$ cat src/rtl/bf_pkg.sv
// Shared constants, FSM state type and the per-brick term helper for the
// brick product accumulator.
package bf_pkg;

  localparam int BRICK_PROD_W = 6;
  localparam int NUM_BRICKS   = 16;
  localparam int SHIFT_W      = 4;
  localparam int ACC_W        = 32;
  localparam int CNT_W        = 16;
  // Exact width of one shifted brick product for any SHIFT_W-bit shift amount.
  localparam int TERM_W       = BRICK_PROD_W + (1 << SHIFT_W) - 1;

  typedef enum logic [1:0] {
    ACCUM = 2'd0,
    FLUSH = 2'd1,
    HOLD  = 2'd2
  } accum_state_t;

  function automatic logic signed [TERM_W-1:0] brick_term(
    input logic [BRICK_PROD_W-1:0] prod,
    input logic [SHIFT_W-1:0]      shift,
    input logic                    en
  );
    logic signed [TERM_W-1:0] ext;
    ext = TERM_W'($signed(prod));
    brick_term = en ? (ext <<< shift) : '0;
  endfunction

endpackage

$ cat src/rtl/brick_adder_tree.sv
// Combinational signed sum of N packed terms, widened to OUT_W so the caller
// can detect whether the true sum fits its own accumulator width.
module brick_adder_tree #(
  parameter int N     = bf_pkg::NUM_BRICKS,
  parameter int IN_W  = bf_pkg::ACC_W,
  parameter int OUT_W = bf_pkg::ACC_W + 5
) (
  input  logic [N*IN_W-1:0]       terms_i,
  output logic signed [OUT_W-1:0] sum_o
);

  // Widened accumulation of all terms.
  always_comb begin
    sum_o = '0;
    for (int i = 0; i < N; i++) begin
      sum_o = sum_o + OUT_W'($signed(terms_i[i*IN_W +: IN_W]));
    end
  end

endmodule

$ cat src/rtl/brick_shift_accum.sv
// Sign-extends, shifts and sums the brick products of each beat, accumulates a
// dot-product window and returns the result over a valid/ready handshake.
module brick_shift_accum #(
  parameter int NUM_BRICKS = bf_pkg::NUM_BRICKS,
  parameter int SHIFT_W    = bf_pkg::SHIFT_W,
  parameter int ACC_W      = bf_pkg::ACC_W,
  parameter int CNT_W      = bf_pkg::CNT_W
) (
  input  logic                    clk,
  input  logic                    n_rst,
  input  logic                    clear,
  input  logic                    in_valid,
  output logic                    in_ready,
  input  logic                    in_last,
  input  logic [NUM_BRICKS*6-1:0] prod_in,
  input  logic [NUM_BRICKS*SHIFT_W-1:0] shift_in,
  input  logic [NUM_BRICKS-1:0]   brick_en,
  output logic                    out_valid,
  input  logic                    out_ready,
  output logic [ACC_W-1:0]        out_data,
  output logic [CNT_W-1:0]        out_beats,
  output logic                    out_ovf
);
  import bf_pkg::*;

  localparam int SUM_W  = ACC_W + $clog2(NUM_BRICKS) + 1;
  localparam int WIDE_W = (TERM_W > ACC_W) ? TERM_W : ACC_W;

  logic signed [TERM_W-1:0]    term_full_s [NUM_BRICKS];
  logic signed [WIDE_W-1:0]    term_wide_s [NUM_BRICKS];
  logic [NUM_BRICKS*ACC_W-1:0] terms_s;
  logic                        term_wrap_s;
  logic signed [SUM_W-1:0]     sum_wide_s;
  logic signed [ACC_W-1:0]     sum_acc_s;
  logic                        sum_wrap_s;
  logic                        accept_s;
  logic signed [ACC_W-1:0]     acc_sum_s;
  logic                        add_ovf_s;

  accum_state_t            state_q, state_d;
  logic                    s1_valid_q, s1_valid_d;
  logic                    s1_last_q, s1_last_d;
  logic signed [ACC_W-1:0] s1_sum_q, s1_sum_d;
  logic                    s1_ovf_q, s1_ovf_d;
  logic signed [ACC_W-1:0] acc_q, acc_d;
  logic                    ovf_q, ovf_d;
  logic [CNT_W-1:0]        cnt_q, cnt_d;
  logic                    last_done_q, last_done_d;
  logic                    out_valid_q, out_valid_d;
  logic [ACC_W-1:0]        out_data_q, out_data_d;
  logic [CNT_W-1:0]        out_beats_q, out_beats_d;
  logic                    out_ovf_q, out_ovf_d;

  // Per-brick terms truncated to ACC_W, flagging any term that does not fit.
  always_comb begin
    terms_s     = '0;
    term_wrap_s = 1'b0;
    for (int i = 0; i < NUM_BRICKS; i++) begin
      term_full_s[i] = brick_term(prod_in[i*BRICK_PROD_W +: BRICK_PROD_W],
                                  shift_in[i*SHIFT_W +: SHIFT_W], brick_en[i]);
      term_wide_s[i] = WIDE_W'(term_full_s[i]);
      terms_s[i*ACC_W +: ACC_W] = term_wide_s[i][ACC_W-1:0];
      term_wrap_s = term_wrap_s |
                    (WIDE_W'($signed(term_wide_s[i][ACC_W-1:0])) != term_wide_s[i]);
    end
  end

  brick_adder_tree #(
    .N     (NUM_BRICKS),
    .IN_W  (ACC_W),
    .OUT_W (SUM_W)
  ) u_tree (
    .terms_i (terms_s),
    .sum_o   (sum_wide_s)
  );

  assign sum_acc_s  = sum_wide_s[ACC_W-1:0];
  assign sum_wrap_s = SUM_W'(sum_acc_s) != sum_wide_s;
  assign in_ready   = (state_q == ACCUM);
  assign accept_s   = in_valid && in_ready;
  assign acc_sum_s  = acc_q + s1_sum_q;
  assign add_ovf_s  = (acc_q[ACC_W-1] == s1_sum_q[ACC_W-1]) &&
                      (acc_sum_s[ACC_W-1] != acc_q[ACC_W-1]);

  // Next-state for the beat stage, accumulator, counter and window FSM.
  always_comb begin
    state_d     = state_q;
    s1_valid_d  = 1'b0;
    s1_last_d   = s1_last_q;
    s1_sum_d    = s1_sum_q;
    s1_ovf_d    = s1_ovf_q;
    acc_d       = acc_q;
    ovf_d       = ovf_q;
    cnt_d       = cnt_q;
    last_done_d = last_done_q;
    out_valid_d = out_valid_q;
    out_data_d  = out_data_q;
    out_beats_d = out_beats_q;
    out_ovf_d   = out_ovf_q;
    if (clear) begin
      state_d     = ACCUM;
      acc_d       = '0;
      ovf_d       = 1'b0;
      cnt_d       = '0;
      last_done_d = 1'b0;
      out_valid_d = 1'b0;
    end else begin
      if (accept_s) begin
        s1_valid_d = 1'b1;
        s1_last_d  = in_last;
        s1_sum_d   = sum_acc_s;
        s1_ovf_d   = term_wrap_s | sum_wrap_s;
        cnt_d      = (cnt_q == {CNT_W{1'b1}}) ? cnt_q : cnt_q + CNT_W'(1'b1);
      end else begin
        s1_valid_d = 1'b0;
      end
      if (s1_valid_q) begin
        acc_d       = acc_sum_s;
        ovf_d       = ovf_q | add_ovf_s | s1_ovf_q;
        last_done_d = s1_last_q;
      end else begin
        acc_d = acc_q;
      end
      case (state_q)
        ACCUM: state_d = (accept_s && in_last) ? FLUSH : ACCUM;
        // The last beat reaches acc one edge after acceptance; load on the next.
        FLUSH: begin
          if (last_done_q) begin
            out_data_d  = acc_q;
            out_beats_d = cnt_q;
            out_ovf_d   = ovf_q;
            out_valid_d = 1'b1;
            last_done_d = 1'b0;
            state_d     = HOLD;
          end else begin
            state_d = FLUSH;
          end
        end
        HOLD: begin
          if (out_ready) begin
            out_valid_d = 1'b0;
            acc_d       = '0;
            cnt_d       = '0;
            ovf_d       = 1'b0;
            last_done_d = 1'b0;
            state_d     = ACCUM;
          end else begin
            state_d = HOLD;
          end
        end
        default: state_d = ACCUM;
      endcase
    end
  end

  // State registers with asynchronous reset.
  always_ff @(posedge clk or negedge n_rst) begin
    if (!n_rst) begin
      state_q     <= ACCUM;
      s1_valid_q  <= 1'b0;
      s1_last_q   <= 1'b0;
      s1_sum_q    <= '0;
      s1_ovf_q    <= 1'b0;
      acc_q       <= '0;
      ovf_q       <= 1'b0;
      cnt_q       <= '0;
      last_done_q <= 1'b0;
      out_valid_q <= 1'b0;
      out_data_q  <= '0;
      out_beats_q <= '0;
      out_ovf_q   <= 1'b0;
    end else begin
      state_q     <= state_d;
      s1_valid_q  <= s1_valid_d;
      s1_last_q   <= s1_last_d;
      s1_sum_q    <= s1_sum_d;
      s1_ovf_q    <= s1_ovf_d;
      acc_q       <= acc_d;
      ovf_q       <= ovf_d;
      cnt_q       <= cnt_d;
      last_done_q <= last_done_d;
      out_valid_q <= out_valid_d;
      out_data_q  <= out_data_d;
      out_beats_q <= out_beats_d;
      out_ovf_q   <= out_ovf_d;
    end
  end

  assign out_valid = out_valid_q;
  assign out_data  = out_data_q;
  assign out_beats = out_beats_q;
  assign out_ovf   = out_ovf_q;

endmodule

$ cat config.mk
export PLATFORM = sky130hd
export DESIGN_NAME = brick_shift_accum
export DESIGN_NICKNAME = d
export VERILOG_FILES = /design/src/rtl/bf_pkg.sv /design/src/rtl/brick_adder_tree.sv /design/src/rtl/brick_shift_accum.sv
export SDC_FILE = /design/constraint.sdc
export NUM_CORES = 1
export LEC_CHECK = 0
export ABC_AREA = 1
export BUFFER_PORTS_ARGS = -buffer_cell sky130_fd_sc_hd__buf_2
export CAP_MARGIN = 10
export CORE_MARGIN = 10
export CORE_UTILIZATION = 35
export DETAILED_ROUTE_END_ITERATION = 6
export PLACE_DENSITY = 0.58
export SYNTH_ARGS = -nofsm -noshare
export SYNTH_HDL_FRONTEND = slang
export SYNTH_SLANG_ARGS = --single-unit
$ cat constraint.sdc
create_clock -name clk -period 5.4 [get_ports clk]
set_input_delay 0.27 -clock clk [delete_from_list [all_inputs] [get_ports clk]]
set_output_delay 0.27 -clock clk [all_outputs]
set_load 0.01 [all_outputs]
==> flow_summary_export.csv <==
group,metric,value,unit
place,dpl.hpwl,67900,um
route,route.vias.total,23700,
synthesis,synth_top_area_cell,"fa_1",
sta,period_minus_slack,5.42,ns
critical_path,timing.critical_path.to_type,"flop",
critical_path,cp_top_family,"adder cells",
worst_hold_path,cell_depth_of_the_worst_min_delay_path,2,
sta,hold_violation_count_in_the_final_report,0,
synthesis,synthTopCellsByArea,"fa_1 (24%), nand2_1 (15%), dfrtp_1 (15%)",
worst_hold_path,hold_path_class,"in -> reg",
floorplan,fp.dieArea,0.0782,mm2
synthesis,syn_nets,4084,
clock_network,clockBufferDepth,2,
global_route,grt_start_max_net_pins,80,
sta,slew_of_the_pin_with_the_lowest_slew_margin,0.915,ns
clock_network,clkLatencyLatePin,0.44,ns
global_route,global_route.usage.total,0.196,
sta,rsz0062_at_grt,"true",
synthesis,synthDistinctLibCells,51,
place,io_buffer_count,232,
layout,multi_input_area,0.0184,mm2
synthesis,syn-mean-instance-area,6.69,um2
critical_path,critical-path-slowest-cell,"fa_1",
critical_path,crit_start,"shift_in[20]",
layout,highest_count_cells_in_the_layout_ignoring_fill_and_taps,"nand2_1 (936), inv_1 (633), buf_4 (409)",
floorplan,pin_count,233,
sta,setup-tns-final,-0.0746,ns
sta,worst_setup_skew_after_layout,0.00967,ns
route,antenna_left,0,
synthesis,synth_seq_cells,137,
critical_path,reg2reg_from,"state_q[0]",
critical_path,r2r-end,"s1_sum_q[4]",
route,routedWlPerCell,15.5,um
floorplan,initial_core_utilization,0.352,
layout,layout.filler_cells,7080,
clock_network,clock-root-buffer,"clkbuf_16",
floorplan,die-height,280,um
run,maxCapViolations,0,
global_route,global_route_wire_length_before_repair,123000,um
floorplan,placement_rows,95,
route,route.detailed.drc,0,
sta,maxSlewHeadroom,0.386,
sta,fin_crit_sh,1.00,
route,routed_wirelength,77200,um
layout,diodes,0,
worst_hold_path,min-delay-start,"out_ready",
route,detailedRoute.firstIterationViolations,1377,
run_status,violations_in_the_final_reports,"setup timing",
synthesis,synthesis.instances,3527,
sta,final_worst_path_setup_slack,-0.0242,ns
layout,final-seq-area,0.00343,mm2
critical_path,critical_path_arrival,5.75,ns
critical_path,ff2ff_path_depth,8,
synthesis,syn-cell-area,0.0236,mm2
critical_path,cp.buffers_inverters,5,
sta,timing_max_transition_violations_final,0,
run_status,status,"finished, violations left",
critical_path,critical_path.most_common_cell,"fa_1",
synthesis,synth_top_area_frac,0.241,
route,firstDrtPassIters,6,
layout,final_layout_size_suffix_gt1_frac,0.243,
floorplan,core_area,0.0670,mm2
sta,setup-violations-final,5,
critical_path,critPathKind,"in -> reg",
layout,fin_nets,4663,
layout,fin_area,0.0303,mm2
critical_path,rrSetupSlack,2.78,ns
clock_network,clk_pin_slew_worst_paths,0.07,ns
layout,mostFrequentLayoutCell,"nand2_1",
clock_network,cts_tree,"yes",
synthesis,synth_warnings,0,
global_route,initial_antenna_violation_count,0,
route,drt-vias-per-instance,4.74,
critical_path,worst_ep_required_time,5.73,ns
global_route,grt_remaining_overflow,0,
worst_hold_path,min_delay_worst_endpoint,"out_valid",
layout,fin_util,0.452,
layout,area_growth_synth_to_finish,28.3,%
synthesis,synth_enable_flop_cells,0,
clock_network,cts_num_sinks,137,
critical_path,critical_path.startpoint_type,"input pin",
global_route,grt_pass1_vias,23900,
floorplan,die_w,280,um
clock_network,cts_buf_count,17,
synthesis,postSynth.topFlopCell,"dfrtp_1",
place,placedInstanceArea,0.0286,mm2
critical_path,critical-path-max-stage-delay,0.57,ns
synthesis,synth_seq_area_share,0.145,
synthesis,synthArstFlopShare,1.00,
clock_network,h_tree_levels,4,
place,routabilityCongestion,0.965,
critical_path,critPathMaxFanout,6,
sta,max_freq,184,MHz
how the worst max path moves through the flow:
stage / to / slack (ns) / cells past startpoint
2_1_floorplan: s1_ovf_q / 0.009 / 27
3_3_place_gp: s1_sum_q[22] / -0.71 / 29
3_5_place_dp: s1_sum_q[22] / -0.75 / 29
4_1_cts: s1_sum_q[30] / -0.002 / 27
5_1_grt: s1_sum_q[22] / -0.29 / 30
6_report: s1_sum_q[25] / -0.02 / 25
cells by family after synthesis:
family                     Yosys count  share of synthesized area
and+or+nand+nor                   1452                      0.249
DFF                                137                      0.145
muxes                               17                    0.00811
xor gates and xnor gates            38                     0.0141
buffers and inverters              739                      0.118
AOI/OAI and AO/OA                  769                      0.176
adders and majority gates          375                      0.289
timing repair:
action / CTS / global route
pin swaps: 62 / 125
buffers inserted: 3 / 5
hold buffers: 1 / 0
hold endpoints to repair: 78 / 0
resized for setup: 196 / 279
endpoints found under the setup margin: 24 / 27
state kept, by name (all words and copies together), names as in the netlist:
| signal | flops |
|---|---|
| s1_ovf_q | 1 |
| s1_sum_q | 32 |
| s1_last_q | 1 |
| acc_q | 32 |
| out_beats | 16 |
| last_done_q | 1 |
| out_ovf | 1 |
| ovf_q | 1 |
| out_valid | 1 |
| cnt_q | 16 |
| s1_valid_q | 1 |
| state_q | 2 |
| out_data | 32 |
worst register-to-register path, stage by stage, from the launching register on:
cell	delay (ns)
dfrtp_1	0.40
inv_1	0.08
ha_1	0.17
nand2_1	0.15
nor2_2	0.11
buf_4	0.33
clkinv_1	0.65
buf_4	0.45
o21ai_0	0.20
area by class of cell:
type / instances / area share
Tap cell: 873 / 0.0361
Inverter: 662 / 0.0823
Clock buffer: 18 / 0.0145
Multi-Input combinational cell: 2651 / 0.609
Timing Repair Buffer: 637 / 0.140
Sequential cell: 137 / 0.113
Clock inverter: 14 / 0.00496
Yosys cell counts, types with 3 or more instances:
cell type / count
nand2_1: 950
o21ai_2: 6
clkbuf_1: 64
or2_1: 6
inv_2: 7
a21o_1: 11
fa_1: 284
nor3_2: 3
xnor2_1: 11
a31oi_1: 13
a21oi_2: 5
clkbuf_2: 7
o21ai_1: 14
a21boi_0: 6
o21a_1: 12
nand4_1: 19
and3_1: 4
nor3_1: 19
or2_2: 21
nand3b_1: 3
a211oi_1: 4
o211ai_1: 32
dfrtp_1: 137
nor2_1: 284
ha_1: 91
nand3_1: 111
nand2_2: 13
o21ai_0: 432
mux2_2: 17
o21bai_1: 22
nand3_2: 6
a21oi_1: 205
inv_1: 653
xor2_1: 27
nor2_2: 7
per-layer routing:
| metal | up-vias | GRT usage | share of wire |
|---|---|---|---|
| met5 | - | 0 | 0 |
| met4 | 0 | 0.0419 | 0.022 |
| met1 | 10800 | 0.244 | 0.43 |
| met3 | 89 | 0.0272 | 0.043 |
| met2 | 498 | 0.354 | 0.50 |
| li1 | 12300 | - | - |
through the flow:
stage               hold slack [ns]  std cells  setup WS, ns
global placement              0.349       4952        -0.715
floorplan                   -0.0256       3527       0.00884
detailed placement            0.352       4952        -0.749
finish                       0.0565       4992       -0.0242
CTS                          0.0357       4988      -0.00161
global route                 0.0570       4992        -0.286
Power is not shown: default switching activity piles up to over one toggle a cycle in this logic, so the estimate is an artifact.
